===== config.mk =====
export PLATFORM = sky130hd
export DESIGN_NAME = mem_wb_fwd_pipe_flat
export DESIGN_NICKNAME = d
export VERILOG_FILES = /design/src/rtl/mem_wb_fwd_pipe_pkg.sv /design/src/rtl/mem_wb_fwd_pipe_if.sv /design/src/rtl/mem_wb_fwd_pipe_loaduse.sv /design/src/rtl/mem_wb_fwd_pipe.sv /design/src/flat_wrapper.sv
export SDC_FILE = /design/constraint.sdc
export NUM_CORES = 1
export LEC_CHECK = 0
export CORE_MARGIN = 3
export CORE_UTILIZATION = 40
export CTS_CLUSTER_SIZE = 28
export DETAILED_ROUTE_END_ITERATION = 12
export PLACE_DENSITY = 0.82
export SETUP_SLACK_MARGIN = 0.2
export SYNTH_ARGS = -nofsm -noshare
export SYNTH_HDL_FRONTEND = slang
export SYNTH_SLANG_ARGS = --single-unit

===== constraint.sdc =====
create_clock -name clk -period 17.71 [get_ports clk]
set_clock_uncertainty 0.05 [all_clocks]
set_input_delay 5.313 -clock clk [delete_from_list [all_inputs] [get_ports clk]]
set_output_delay 5.313 -clock clk [all_outputs]
set_load 0.05 [all_outputs]

===== src/rtl/mem_wb_fwd_pipe_pkg.sv =====
// Shared types and constants for the MEM/WB forwarding pipeline slice.
package mem_wb_fwd_pipe_pkg;
  localparam int unsigned DW_DEF = 32;
  localparam int unsigned RW_DEF = 5;

  typedef enum logic {
    ST_RUN  = 1'b0,
    ST_WAIT = 1'b1
  } state_t;

  typedef struct packed {
    logic mem_read;
    logic mem_write;
    logic reg_write;
    logic mem_to_reg;
  } ctrl_t;

  localparam ctrl_t CTRL_NOP = '0;
endpackage


===== src/rtl/mem_wb_fwd_pipe_if.sv =====
// Data-memory port: master drives the request, slave returns data and ready.
interface mem_wb_fwd_pipe_if
  import mem_wb_fwd_pipe_pkg::*;
#(
  parameter int unsigned DW = DW_DEF
);
  logic [DW-1:0] dmem_addr;
  logic [DW-1:0] dmem_wdata;
  logic          dmem_rd;
  logic          dmem_wr;
  logic [DW-1:0] dmem_rdata;
  logic          dmem_ready;

  modport master (
    output dmem_addr, dmem_wdata, dmem_rd, dmem_wr,
    input  dmem_rdata, dmem_ready
  );

  modport slave (
    input  dmem_addr, dmem_wdata, dmem_rd, dmem_wr,
    output dmem_rdata, dmem_ready
  );
endinterface


===== src/rtl/mem_wb_fwd_pipe_loaduse.sv =====
// Combinational load-use hazard comparator between the EX load and ID sources.
module mem_wb_fwd_pipe_loaduse_detect
  import mem_wb_fwd_pipe_pkg::*;
#(
  parameter int unsigned RW = RW_DEF
) (
  input  logic          ex_mem_read,
  input  logic          ex_reg_write,
  input  logic [RW-1:0] ex_dest,
  input  logic [RW-1:0] id_rs,
  input  logic [RW-1:0] id_rt,
  input  logic          id_uses_rt,
  output logic          load_use
);
  always_comb begin
    load_use = ex_mem_read & ex_reg_write & (ex_dest != '0) &
               ((ex_dest == id_rs) | (id_uses_rt & (ex_dest == id_rt)));
  end
endmodule


===== src/rtl/mem_wb_fwd_pipe.sv =====
// EX/MEM and MEM/WB registers, data-memory port and stall/bubble generation.
// Optional macro FWD_R0_SUPPRESS_EN: never present register 0 as a forwarding source.
module mem_wb_fwd_pipe
  import mem_wb_fwd_pipe_pkg::*;
#(
  parameter int unsigned DW = DW_DEF,
  parameter int unsigned RW = RW_DEF
) (
  input  logic                 clk,
  input  logic                 rst,
  input  logic                 ex_mem_read,
  input  logic                 ex_mem_write,
  input  logic                 ex_reg_write,
  input  logic                 ex_mem_to_reg,
  input  logic [RW-1:0]        ex_dest,
  input  logic [DW-1:0]        ex_res,
  input  logic [DW-1:0]        ex_bout,
  input  logic [RW-1:0]        id_rs,
  input  logic [RW-1:0]        id_rt,
  input  logic                 id_uses_rt,
  mem_wb_fwd_pipe_if.master    dmem,
  output logic                 reg_write_mem,
  output logic [RW-1:0]        dest_mem,
  output logic [DW-1:0]        fwd_mem,
  output logic                 reg_write_wb,
  output logic [RW-1:0]        dest_wb,
  output logic [DW-1:0]        fwd_wb,
  output logic                 stall,
  output logic                 bubble
);
  state_t        r_state;
  state_t        w_state_nxt;
  ctrl_t         r_mem_ctrl;
  logic [RW-1:0] r_mem_dest;
  logic [DW-1:0] r_mem_res;
  logic [DW-1:0] r_mem_bdata;
  logic          r_wb_rw;
  logic [RW-1:0] r_wb_dest;
  logic [DW-1:0] r_wb_data;
  logic          w_mem_stall;
  logic          w_load_use;

  mem_wb_fwd_pipe_loaduse_detect #(.RW(RW)) u_loaduse (
    .ex_mem_read  (ex_mem_read),
    .ex_reg_write (ex_reg_write),
    .ex_dest      (ex_dest),
    .id_rs        (id_rs),
    .id_rt        (id_rt),
    .id_uses_rt   (id_uses_rt),
    .load_use     (w_load_use)
  );

  always_comb begin
    w_state_nxt = r_state;
    w_mem_stall = 1'b0;
    case (r_state)
      ST_RUN: begin
        if ((r_mem_ctrl.mem_read | r_mem_ctrl.mem_write) && !dmem.dmem_ready) begin
          w_state_nxt = ST_WAIT;
          w_mem_stall = 1'b1;
        end
      end
      ST_WAIT: begin
        if (dmem.dmem_ready) w_state_nxt = ST_RUN;
        else                 w_mem_stall = 1'b1;
      end
      default: w_state_nxt = ST_RUN;
    endcase
  end

  always_ff @(posedge clk or posedge rst) begin
    if (rst) r_state <= ST_RUN;
    else     r_state <= w_state_nxt;
  end

  // A waiting access freezes MEM; WB takes a bubble but keeps its last dest/data.
  always_ff @(posedge clk or posedge rst) begin
    if (rst) begin
      r_mem_ctrl  <= CTRL_NOP;
      r_mem_dest  <= '0;
      r_mem_res   <= '0;
      r_mem_bdata <= '0;
      r_wb_rw     <= 1'b0;
      r_wb_dest   <= '0;
      r_wb_data   <= '0;
    end else if (w_mem_stall) begin
      r_wb_rw <= 1'b0;
    end else begin
      r_mem_ctrl  <= '{mem_read:   ex_mem_read,
                       mem_write:  ex_mem_write,
                       reg_write:  ex_reg_write,
                       mem_to_reg: ex_mem_to_reg};
      r_mem_dest  <= ex_dest;
      r_mem_res   <= ex_res;
      r_mem_bdata <= ex_bout;
      r_wb_rw     <= r_mem_ctrl.reg_write;
      r_wb_dest   <= r_mem_dest;
      r_wb_data   <= r_mem_ctrl.mem_to_reg ? dmem.dmem_rdata : r_mem_res;
    end
  end

  always_comb begin
    dmem.dmem_addr  = r_mem_res;
    dmem.dmem_wdata = r_mem_bdata;
    dmem.dmem_rd    = r_mem_ctrl.mem_read;
    dmem.dmem_wr    = r_mem_ctrl.mem_write;
    dest_mem        = r_mem_dest;
    fwd_mem         = r_mem_res;
    dest_wb         = r_wb_dest;
    fwd_wb          = r_wb_data;
`ifdef FWD_R0_SUPPRESS_EN
    reg_write_mem   = r_mem_ctrl.reg_write & (r_mem_dest != '0);
    reg_write_wb    = r_wb_rw & (r_wb_dest != '0);
`else
    reg_write_mem   = r_mem_ctrl.reg_write;
    reg_write_wb    = r_wb_rw;
`endif
    // Gated by rst so the hazard path reads 0 while reset is held.
    stall           = !rst & (w_mem_stall | w_load_use);
    bubble          = !rst & w_load_use & !w_mem_stall;
  end
endmodule


===== src/flat_wrapper.sv =====
// flat-port wrapper written by rule: the top's interface ports become plain ports
module mem_wb_fwd_pipe_flat import mem_wb_fwd_pipe_pkg::*;
#(
  parameter int unsigned DW = DW_DEF,
  parameter int unsigned RW = RW_DEF
)
  (clk, rst, ex_mem_read, ex_mem_write, ex_reg_write, ex_mem_to_reg, ex_dest, ex_res, ex_bout, id_rs, id_rt, id_uses_rt, reg_write_mem, dest_mem, fwd_mem, reg_write_wb, dest_wb, fwd_wb, stall, bubble, dmem_dmem_addr, dmem_dmem_wdata, dmem_dmem_rd, dmem_dmem_wr, dmem_dmem_rdata, dmem_dmem_ready);
  mem_wb_fwd_pipe_if #(.DW(DW)) dmem_i ();
  input  logic clk;
  input  logic rst;
  input  logic ex_mem_read;
  input  logic ex_mem_write;
  input  logic ex_reg_write;
  input  logic ex_mem_to_reg;
  input  logic [RW-1:0] ex_dest;
  input  logic [DW-1:0] ex_res;
  input  logic [DW-1:0] ex_bout;
  input  logic [RW-1:0] id_rs;
  input  logic [RW-1:0] id_rt;
  input  logic id_uses_rt;
  output logic reg_write_mem;
  output logic [RW-1:0] dest_mem;
  output logic [DW-1:0] fwd_mem;
  output logic reg_write_wb;
  output logic [RW-1:0] dest_wb;
  output logic [DW-1:0] fwd_wb;
  output logic stall;
  output logic bubble;
  output wire logic [$bits(dmem_i.dmem_addr)-1:0] dmem_dmem_addr;
  output wire logic [$bits(dmem_i.dmem_wdata)-1:0] dmem_dmem_wdata;
  output wire logic [$bits(dmem_i.dmem_rd)-1:0] dmem_dmem_rd;
  output wire logic [$bits(dmem_i.dmem_wr)-1:0] dmem_dmem_wr;
  input wire logic [$bits(dmem_i.dmem_rdata)-1:0] dmem_dmem_rdata;
  input wire logic [$bits(dmem_i.dmem_ready)-1:0] dmem_dmem_ready;
  assign dmem_dmem_addr = dmem_i.dmem_addr;
  assign dmem_dmem_wdata = dmem_i.dmem_wdata;
  assign dmem_dmem_rd = dmem_i.dmem_rd;
  assign dmem_dmem_wr = dmem_i.dmem_wr;
  assign dmem_i.dmem_rdata = dmem_dmem_rdata;
  assign dmem_i.dmem_ready = dmem_dmem_ready;
  mem_wb_fwd_pipe #(.DW(DW), .RW(RW)) u_core (.clk(clk), .rst(rst), .ex_mem_read(ex_mem_read), .ex_mem_write(ex_mem_write), .ex_reg_write(ex_reg_write), .ex_mem_to_reg(ex_mem_to_reg), .ex_dest(ex_dest), .ex_res(ex_res), .ex_bout(ex_bout), .id_rs(id_rs), .id_rt(id_rt), .id_uses_rt(id_uses_rt), .dmem(dmem_i), .reg_write_mem(reg_write_mem), .dest_mem(dest_mem), .fwd_mem(fwd_mem), .reg_write_wb(reg_write_wb), .dest_wb(dest_wb), .fwd_wb(fwd_wb), .stall(stall), .bubble(bubble));
endmodule

* After elaboration in Yosys (flattened, before gate mapping)
Index checks and enable logic that the tools add are counted.
Word-level totals: input bits 119, output and inout port bits 144, register bits after elaboration 112, word-level logic and storage cells 34
Cells by class: eq/ne operators 2, reduce and logical (&&, ||, !) cells 5, bitwise operators 11, multiplexer cells 5
Operators with widths (number):
- two-way mux 32 bit | 1
- == test 5 bit | 2
- bitwise AND 1 bit | 7
- nonzero test 5 bit | 1
- zero test 1 bit | 3
- two-way mux 1 bit | 3
- OR 1 bit | 3
- one-hot mux 1 bit (2 select lines) | 1
- logical AND 1 bit | 1
- NOT 1 bit | 1

* Longest topological paths before layout
depth in word-level cells 6, gate-level depth with buffers 8, gate-level depth less buffers 5

* Hierarchy
Synthesis repeated with hierarchy kept, for this count alone.
Second synthesis, totals: cells, all modules 330, area total of the unflattened synthesis 5221.3 µm²
By module, submodules not included:
- mem_wb_fwd_pipe | times used 1, cells each 313, area an instance 5087.4 µm²
- mem_wb_fwd_pipe_loaduse_detect | times used 1, cells each 17, area an instance 133.9 µm²

* Worst setup path after synthesis
OpenSTA, ideal clock, no wires.
path kind input to output, start input port rst, end output port stall, path slack 3.532 ns, buffers on the path 0, data arrival time 8.815 ns, stages 3, cell sequence inv_1 o2111ai_1 o22ai_1
On the way: longest elaborated chain between the ends 2
RTL lines:
- from (decl) | RTL line flat_wrapper.sv:10 | input logic rst;
- zero test 1 bit (no source line)
- bitwise AND 1 bit | RTL line mem_wb_fwd_pipe.sv:119 | stall = !rst & (w_mem_stall | w_load_use);
- to (decl) | RTL line flat_wrapper.sv:27 | output logic stall;
No other way between the ends.

* Worst setup path after layout
start input port dmem_dmem_ready, end output port bubble
On the way: longest elaborated chain between the ends 6, elaborated cells between the ends (all ways) 7, classes of those cells 3 x mux; 1 x bitwise; 3 x reduce/logical
RTL lines:
- from (decl) | RTL line flat_wrapper.sv:34 | input wire logic [$bits(dmem_i.dmem_ready)-1:0] dmem_dmem_ready;
- zero test 1 bit | RTL line mem_wb_fwd_pipe.sv:58 | if ((r_mem_ctrl.mem_read | r_mem_ctrl.mem_write) && !dmem.dmem_ready) begin
- logical AND 1 bit | RTL line mem_wb_fwd_pipe.sv:58
- two-way mux 1 bit | RTL line mem_wb_fwd_pipe.sv:58
- one-hot mux 1 bit (2 select lines) (*) | RTL line mem_wb_fwd_pipe.sv:56 | case (r_state)
- zero test 1 bit (*) | RTL line mem_wb_fwd_pipe.sv:120 | bubble = !rst & w_load_use & !w_mem_stall;
- bitwise AND 1 bit (*) | RTL line mem_wb_fwd_pipe.sv:120
- to (decl) | RTL line flat_wrapper.sv:28 | output logic bubble;
Mark *: on every way between the ends. The rest lies on a longest branch, timed or not.

==> out/results.ini <==
[sta]
hold_viol = 0
setup_violations = 0
worst_hold_slack_ns = 0.432
period_share_pct = 76.1
fin_setup_tns_ns = 0
drv_slew = 0
clock.fmax_mhz = 74.2
worstMarginPinSlew_ns = 1.01
rsz0062_at_grt = false
max-slew-margin-rel_pct = 32.7
period_needed_ns = 13.48
worst_slack_ns = 4.23

[final_layout]
nNetsFinal = 704
syn_to_final_growth_pct = 56.0
n_antenna_cell = 0
nFillCells = 898
seq_area_um2 = 2800
multi_input_area_um2 = 1750
finish.utilization_pct = 65.7
layout.cells.non_filler = 732
drive_gt1_share_pct = 16.5

[route]
wl_per_cell_um = 18.8
vias = 3578
viasPerCell = 4.89
drc = 0
first_pass_iters = 4
routed_wl_um = 13700
antenna_left = 0
drt_iter0_markers = 189

[setup_path]
arrival_ns = 8.12
regToRegEndpoint = u_core.dmem.dmem_addr[14]
critPathLaunchType = input pin
crit_top_cell = clkdlybuf4s50_1
cp.depth = 5
cp-endpoint = bubble
crit_buf_inv = 3
r2r_start = u_core.dmem.dmem_rd
crit_slowest_cell = clkdlybuf4s50_1
critical_path_class = input pin to output port
cp_slowest_stage_delay_ns = 0.88
end_kind = output port
ff2ff_setup_slack_ns = 15.27
crit_path_start = dmem_dmem_ready
rr_worst_depth = 4
crit_family = buffers and inverters
worstPathMaxFanout = 69
timing.critical_path.required_ns = 12.35
cp_cell_sequence = clkdlybuf4s50_1 > or2_4 > inv_2 > nor4_1 > clkdlybuf4s50_1

[place]
place_ws_ns = 4.23
io_buffers = 262
dp_hpwl_um = 10300
gp_congestion = 0.790
post-place-cells = 717

[synthesis]
synth_area_um2 = 4930
synth.most_common_cell = dfrtp_1
synth_fp_nets = 481
postSynth.topFlopCell = dfrtp_1
synth_top_area_cell = dfrtp_1
ys_types = 24
yosysTopAreaCellShare_pct = 56.8
ys_seq_area_share_pct = 56.8
async_flop_share_pct = 100
syn_area_per_cell_um2 = 13.6
synthCells = 362
synth_area_leaders = dfrtp_1 (57%), mux2_2 (11%), mux2_4 (8.5%)
yosys_register_bits = 112
ys_warn_count = 0
synth_common_cells = dfrtp_1 (112), mux2_2 (50), buf_4 (34)
synth_edf_count = 0

[floorplanning]
die_x_um = 117
fp-row-count = 39
pin_count = 263
initial_core_util_pct = 42.1
fp.dieH_um = 117
core_area_um2 = 11700
die-area_um2 = 13700

[status]
status = finished, final reports clean

[clock_network]
clock_latency_ns = 0.35
htree_num_levels = 3
post_cts_buffers = 0
cts_tree = yes
cts.reportedPaths.clkPinSlew_ns = 0.07
clockRootBuffer = clkbuf_16
holdBufCountCts = 0
cts_buffers = 9
cts_resized = 0
clock_sinks = 112
clk_path_buf_depth = 2

[global_route]
antenna_found_initial = 0
grt_pass1_vias = 3899
grt_max_degree = 70
overflow = 0
grt_pass1_wl_um = 21000
track_usage_pct = 20.1

[worst_hold_path]
min_from = u_core.fwd_wb[4]
hold_class = flop to flop

[power]
pwr_density_cell_nw_per_um2 = 119
ir_drop_v = 0.0000674
p_leak_uw = 0.00328

[run]
maxCapViolCount = 0

[logic make-up (layout without fill, tap and decap cells)]
logic type | Yosys count | after routing | share of synthesized area [%]
simple gates | 40 | 40 | 3.37
flops | 112 | 112 | 56.8
buf+inv | 54 | 281 | 7.71
xor+xnor | 10 | 10 | 1.78
compound gates | 36 | 36 | 3.88
mux | 110 | 110 | 26.4
[worst min-delay path, cell delays in order, from the launching register on]
cell and delay, ns:
dfrtp_1 0.34, nand2_1 0.04, o21ai_0 0.06
[worst min-delay path by stage]
stage | to | cells after the start
after detailed placement | u_core.fwd_wb[4] | 2
final | u_core.fwd_wb[4] | 2
after CTS | u_core.fwd_wb[4] | 2
after global routing | u_core.fwd_wb[27] | 2
after floorplan | u_core.fwd_wb[29] | 3
after global placement | u_core.fwd_wb[16] | 2
[flip-flops by register name, summed over array words and instances, names as in the netlist]
| name | cells |
|---|---|
| u_core.dmem.dmem_addr | 32 |
| u_core.dmem.dmem_wdata | 32 |
| u_core.fwd_wb | 32 |
| u_core.dest_mem | 5 |
| u_core.dest_wb | 5 |
| u_core.dmem.dmem_rd | 1 |
| u_core.dmem.dmem_wr | 1 |
| u_core.r_mem_ctrl | 1 |
| u_core.r_state | 1 |
| u_core.reg_write_mem | 1 |
| u_core.reg_write_wb | 1 |
[where the power goes]
group	switching, µW	total [µW]	internal, µW
Clock	89.3	217	127
Combinational	232	373	141
Sequential	32.6	327	294
Total	354	916	562
[final cells by class]
| class | count | area share, % |
|---|---|---|
| clock buffers | 12 | 3.20 |
| clock inverters | 3 | 0.878 |
| well taps | 143 | 2.32 |
| inverters | 2 | 0.130 |
| repair buffers | 264 | 34.3 |
| flip-flops and latches | 112 | 36.4 |
| multi-input cells | 196 | 22.8 |
[placed cells by master, fill, tap and decap left out]
cell | Yosys | routed
clkdlybuf4s50_1 | 0 | 262
bufinv_16 | 0 | 2
or2_4 | 0 | 1
buf_4 | 34 | 2
nor2_1 | 1 | 1
inv_2 | 1 | 1
dfrtp_1 | 112 | 111
and2_1 | 1 | 1
xor2_1 | 9 | 9
mux2_4 | 28 | 28
o21ai_0 | 32 | 32
o211ai_1 | 1 | 1
dfrtp_2 | 0 | 1
clkinvlp_4 | 0 | 1
clkbuf_1 | 3 | 2
nor4_1 | 2 | 2
o2111ai_1 | 1 | 1
or4_1 | 1 | 1
a32oi_1 | 1 | 1
mux2_2 | 50 | 50
xnor2_1 | 1 | 1
inv_4 | 0 | 1
clkbuf_16 | 0 | 9
mux2i_1 | 32 | 32
nand2_1 | 32 | 32
o22ai_1 | 1 | 1
nor3_1 | 2 | 2
clkbuf_8 | 0 | 1
[through the flow]
stage | cell area [µm²] | total power (µW)
final | 7700 | 916
after global placement | 7380 | 700
after global routing | 7700 | 954
after floorplan | 4930 | 575
after CTS | 7700 | 926
after detailed placement | 7380 | 706
[per-layer routing]
| metal | track usage [%] | part of all wire, % |
|---|---|---|
| met2 | 36.1 | 52 |
| met4 | 4.51 | 0.99 |
| met5 | 0 | 0 |
| met3 | 8.48 | 9.4 |
| met1 | 22.2 | 37 |
(Power assumes the default switching activity.)
